$ cat config.mk
export PLATFORM = sky130hd
export DESIGN_NAME = regfile_write_arbiter
export DESIGN_NICKNAME = d
export VERILOG_FILES = /design/src/rtl/regfile_write_arbiter.sv
export SDC_FILE = /design/constraint.sdc
export NUM_CORES = 1
export LEC_CHECK = 0
export ABC_CLOCK_PERIOD_IN_PS = 1700
export BUFFER_PORTS_ARGS = -buffer_cell sky130_fd_sc_hd__buf_4
export CAP_MARGIN = 20
export CORE_MARGIN = 2
export CORE_UTILIZATION = 40
export CTS_CLUSTER_SIZE = 20
export DETAILED_ROUTE_END_ITERATION = 6
export PLACE_DENSITY = 0.8
export SYNTH_ARGS = -nofsm -noshare
export SYNTH_HDL_FRONTEND = slang
export SYNTH_SLANG_ARGS = --single-unit
$ cat constraint.sdc
create_clock -name clk -period 1.7 [get_ports clk]
set_input_delay 0 -clock clk [delete_from_list [all_inputs] [get_ports clk]]
set_output_delay 0 -clock clk [all_outputs]
set_load 0.02 [all_outputs]
$ cat src/rtl/regfile_write_arbiter.sv
// Write-port arbiter and pending-write scoreboard for the 8 x 16-bit register
// file. The ALU and load unit share one write port through valid/ready
// handshakes with round-robin fairness. The write port is driven from a
// registered output stage. A busy bitmap tracks every destination that has
// been issued but not yet written back.
module regfile_write_arbiter #(
    parameter int DATA_W = 16,
    parameter int ADDR_W = 3,
    parameter int NREG   = 8
) (
    input  logic              clk,
    input  logic              rst_n,
    input  logic              alu_valid,
    input  logic [ADDR_W-1:0] alu_addr,
    input  logic [DATA_W-1:0] alu_data,
    output logic              alu_ready,
    input  logic              mem_valid,
    input  logic [ADDR_W-1:0] mem_addr,
    input  logic [DATA_W-1:0] mem_data,
    output logic              mem_ready,
    input  logic              rf_hold,
    input  logic              issue_valid,
    input  logic [ADDR_W-1:0] issue_addr,
    output logic              rf_write_en,
    output logic [ADDR_W-1:0] rf_write_addr,
    output logic [DATA_W-1:0] rf_write_data,
    output logic [NREG-1:0]   busy_vec
);

    // Source that won the most recent grant; the other side wins the next contest.
    typedef enum logic {
        GRANT_ALU = 1'b0,
        GRANT_MEM = 1'b1
    } grant_t;

    grant_t              r_last_grant;
    logic                r_write_en;
    logic [ADDR_W-1:0]   r_write_addr;
    logic [DATA_W-1:0]   r_write_data;
    logic [NREG-1:0]     r_busy;

    logic                w_enable;
    logic                w_alu_win;
    logic                w_mem_win;
    logic [NREG-1:0]     w_busy_next;

    // Grants are blocked during reset and while the register file is held.
    assign w_enable  = rst_n && !rf_hold;

    // Round-robin grant: an uncontested request always wins; a contest goes
    // to the source that did not win last time. Only valids and the history
    // bit feed the decision, never the requester's address or data.
    assign w_alu_win = w_enable && alu_valid && (!mem_valid || (r_last_grant == GRANT_MEM));
    assign w_mem_win = w_enable && mem_valid && (!alu_valid || (r_last_grant == GRANT_ALU));

    assign alu_ready = w_alu_win;
    assign mem_ready = w_mem_win;

    // Next scoreboard state: a new issue to a register wins over a same-cycle
    // retirement, because the issue names a newer, still-pending writer.
    always_comb begin
        // NOTE: default assignment first so no path leaves the vector unassigned (no latch).
        w_busy_next = r_busy;
        for (int i = 0; i < NREG; i++) begin
            if (issue_valid && (issue_addr == ADDR_W'(i))) begin
                w_busy_next[i] = 1'b1;
            end else if (r_write_en && (r_write_addr == ADDR_W'(i))) begin
                w_busy_next[i] = 1'b0;
            end
        end
    end

    // Round-robin history: records the winner of every grant, untouched when idle or held.
    always_ff @(posedge clk or negedge rst_n) begin
        if (!rst_n) begin
            // Reset looks as if MEM won last, so the ALU takes the first contest.
            r_last_grant <= GRANT_MEM;
        end else if (w_alu_win) begin
            // NOTE: non-blocking assignments for all state so every flop samples pre-edge values.
            r_last_grant <= GRANT_ALU;
        end else if (w_mem_win) begin
            r_last_grant <= GRANT_MEM;
        end
    end

    // Output stage: load the winner's write; on idle cycles pulse enable low and keep addr/data.
    always_ff @(posedge clk or negedge rst_n) begin
        if (!rst_n) begin
            r_write_en   <= 1'b0;
            r_write_addr <= '0;
            r_write_data <= '0;
        end else begin
            r_write_en <= w_alu_win || w_mem_win;
            if (w_alu_win) begin
                r_write_addr <= alu_addr;
                r_write_data <= alu_data;
            end else if (w_mem_win) begin
                r_write_addr <= mem_addr;
                r_write_data <= mem_data;
            end
        end
    end

    // Pending-write scoreboard; cleared on reset since any in-flight write is dropped.
    always_ff @(posedge clk or negedge rst_n) begin
        if (!rst_n) begin
            // NOTE: this is a flop vector, not a RAM, so an async clear is legal and cheap.
            r_busy <= '0;
        end else begin
            r_busy <= w_busy_next;
        end
    end

    assign rf_write_en   = r_write_en;
    assign rf_write_addr = r_write_addr;
    assign rf_write_data = r_write_data;
    assign busy_vec      = r_busy;

endmodule

==> results.yml <==
power_and_ir_drop:
  peakVddDrop_uv: 536
  sw_frac_of_total: 0.350
  p_clk_frac: 0.211
  p_leak_nw: 1.19
  pwr-share-comb: 0.388
  internal-power_mw: 1.53
  powerDensity_mw_per_mm2: 919
  p_seq_frac: 0.401
  switchingPower_mw: 0.827
setup_path:
  worst_ep_required_time_ns: 1.70
  reg2reg_from: "rf_write_addr[2]"
  path_depth: 7
  r2r-end: "busy_vec[4]"
  arrival_ns: 1.54
  reg2reg_depth: 4
  start_kind: "input port"
  cp-endpoint: "mem_ready"
  ff2ff_setup_slack_ns: 0.18
  crit_path_cell_trace: "dlygate4sd3_1 -> buf_4 -> nor2b_4 -> buf_4 -> nand2_1 -> a21oi_1 -> buf_4"
  critPathBufInv: 4
  cpPeakStageDelay_ns: 0.53
  cp_top_family: "buffers and inverters"
  crit_slowest_cell: "dlygate4sd3_1"
  crit_path_frequent_cell: "buf_4"
  worstSetupStartpoint: "rst_n"
  crit_fanout: 18
  cp-end-kind: "primary output"
  critPathKind: "input port to primary output"
placed_design:
  dp_hpwl_mm: 2.89
  place_congestion: 0.816
  place_area_mm2: 0.00207
  port_buffers: 76
die:
  rows: 21
  die_x_um: 64.1
  dieHeight_um: 64.1
  dieArea_mm2: 0.00410
  core_mm2: 0.00339
  initial_core_util: 0.426
  top_level_ports: 77
final_layout:
  syn_to_final_growth_pct: 78.1
  fin_util: 0.758
  finalNetCount: 322
  stdcell_area_mm2: 0.00257
  seq_area_um2: 727
  multi_input_area_um2: 587
  nFillCells: 235
  antenna_cells: 0
  layout-drive-gt1-share: 0.341
job:
  cap_violations: 0
global_routing:
  antenna_found_initial: 0
  grt_remaining_overflow: 0
  grt_max_degree: 25
  grt_pass1_wl_mm: 8.07
  grt_util_all_layers: 0.260
  grt_pass1_vias: 1750
sta:
  finClkSkew_ns: 0.0107
  worst_pin_slew_ns: 0.659
  rsz0062_at_grt: "no"
  setup_violations: 0
  fin_crit_sh: 0.908
  whs_ns: -0.0135
  setup_tns_ns: 0
  finalHoldViolCount: 3
  timing.fmax_mhz: 648
  slew_viol_final: 0
  period_minus_slack_ns: 1.54
  slew_headroom: 0.560
route:
  dr_wl_met2_mm: 2.40
  routed_via_density: 5.40
  drtIter0Drc: 105
  num_vias: 1740
  top_layer: "met4"
  wl_met3_um: 448
  wirelength_mm: 4.91
  wire_per_inst_um: 15.3
  drt-met1-wl_mm: 1.84
  drc: 0
  dr.pass1.iters: 5
  antenna_left: 0
yosys:
  syn_nets: 202
  synth_top_area_share: 0.486
  netlist_instances: 155
  synth.distinct_cells: 18
  synth_common_cells: "o21ai_0 (31), dfrtp_1 (28), inv_1 (20)"
  ys.flop_type: "dfrtp_1"
  ys_seq_area_frac: 0.504
  synth_warnings: 0
  async_reset_ff_frac: 1.00
  synth_most_common_cell: "o21ai_0"
  syn_area_mm2: 0.00144
  synth_edf_count: 0
  yosys.area.top_type: "dfrtp_1"
  synth.avg_cell_area_um2: 9.31
  synth.area.top_cells: "dfrtp_1 (49%), o311ai_1 (12%), o21ai_0 (11%), nand4_1 (8.2%), inv_1 (5.2%)"
  synth-seq-cells: 29
hold_path:
  hold_class: "input port to flip-flop"
cts:
  clk_path_buf_depth: 2
  insertion_delay_ns: 0.35
  numCtsBuffers: 5
  root_buffer: "clkbuf_4"
  clock-sinks: 29
  h-tree-depth: 2
  cts.clk_slew.worst_paths_ns: 0.10
  cts_tree: "yes"
status:
  violations: "hold timing"
  status: "finished with violations"
worst min-delay path by stage:
stage,from,to,cells after the start
floorplan,rst_n,busy_vec[0],0
finish,issue_addr[2],busy_vec[5],3
global placement,rst_n,rf_write_data[5],1
CTS,rst_n,rf_write_data[2],2
detailed placement,rst_n,rf_write_data[5],1
global route,rst_n,rf_write_data[2],2
final cells by class:
type | count | area share
Inverter | 20 | 0.0292
Clock buffer | 7 | 0.0253
Timing Repair Buffer | 126 | 0.410
Tap cell | 46 | 0.0224
Multi-Input combinational cell | 93 | 0.228
Sequential cell | 29 | 0.283
Clock inverter | 1 | 0.00195
routing by layer:
layer | track usage | vias to the layer above
met2 | 0.426 | 104
li1 | - | 818
met1 | 0.307 | 792
met5 | 0 | -
met4 | 0.160 | 0
met3 | 0.0581 | 26
kinds of logic after synthesis:
| kind of cell | synth area share |
|---|---|
| and+or+nand+nor | 0.147 |
| DFF | 0.504 |
| AOI/OAI and AO/OA | 0.258 |
| buffers and inverters | 0.0911 |
through the flow:
stage	setup slack [ns]	power, mW	instances	hold slack (ns)
floorplan	0.427	1.36	155	-0.296
global placement	0.334	1.76	271	-0.176
detailed placement	0.297	1.78	271	-0.176
CTS	0.161	2.35	322	0.00548
global route	0.0580	2.49	322	0.0157
finish	0.157	2.36	322	-0.0135
registers in the layout, summed over array words and instances (netlist names):
signal / flops
r_last_grant: 1
busy_vec: 8
rf_write_data: 16
rf_write_addr: 3
rf_write_en: 1
tightest hold or removal path, stage by stage:
cell and delay [ns]:
buf_4 0.11, nand2_1 0.11, o21ai_0 0.08
power by group through the flow:
stage                     clock, mW  combinational [mW]  sequential (mW)
final                         0.498               0.916            0.947
after global routing          0.530               0.991            0.969
after CTS                     0.498               0.905            0.947
after detailed placement          0               0.816            0.961
after global placement            0               0.802            0.957
after floorplan                   0               0.230             1.13
placed cells by master, fill, tap and decap left out, types with 4 or more instances in the layout:
cell type,n
buf_4,83
o21ai_0,31
dfrtp_1,28
o31ai_1,4
dlygate4sd3_1,43
o311ai_1,19
clkbuf_4,5
nand4_1,19
nand2_1,5
nand2b_1,8
inv_1,20
timing repair:
action                                 in CTS  in global routing
setup buffers                               0                  0
resized for setup                           0                  1
hold buffers                               43                  0
endpoints found under the hold margin      57                  0
setup endpoints to repair                   0                 13
Power figures use the tool's default switching activity.
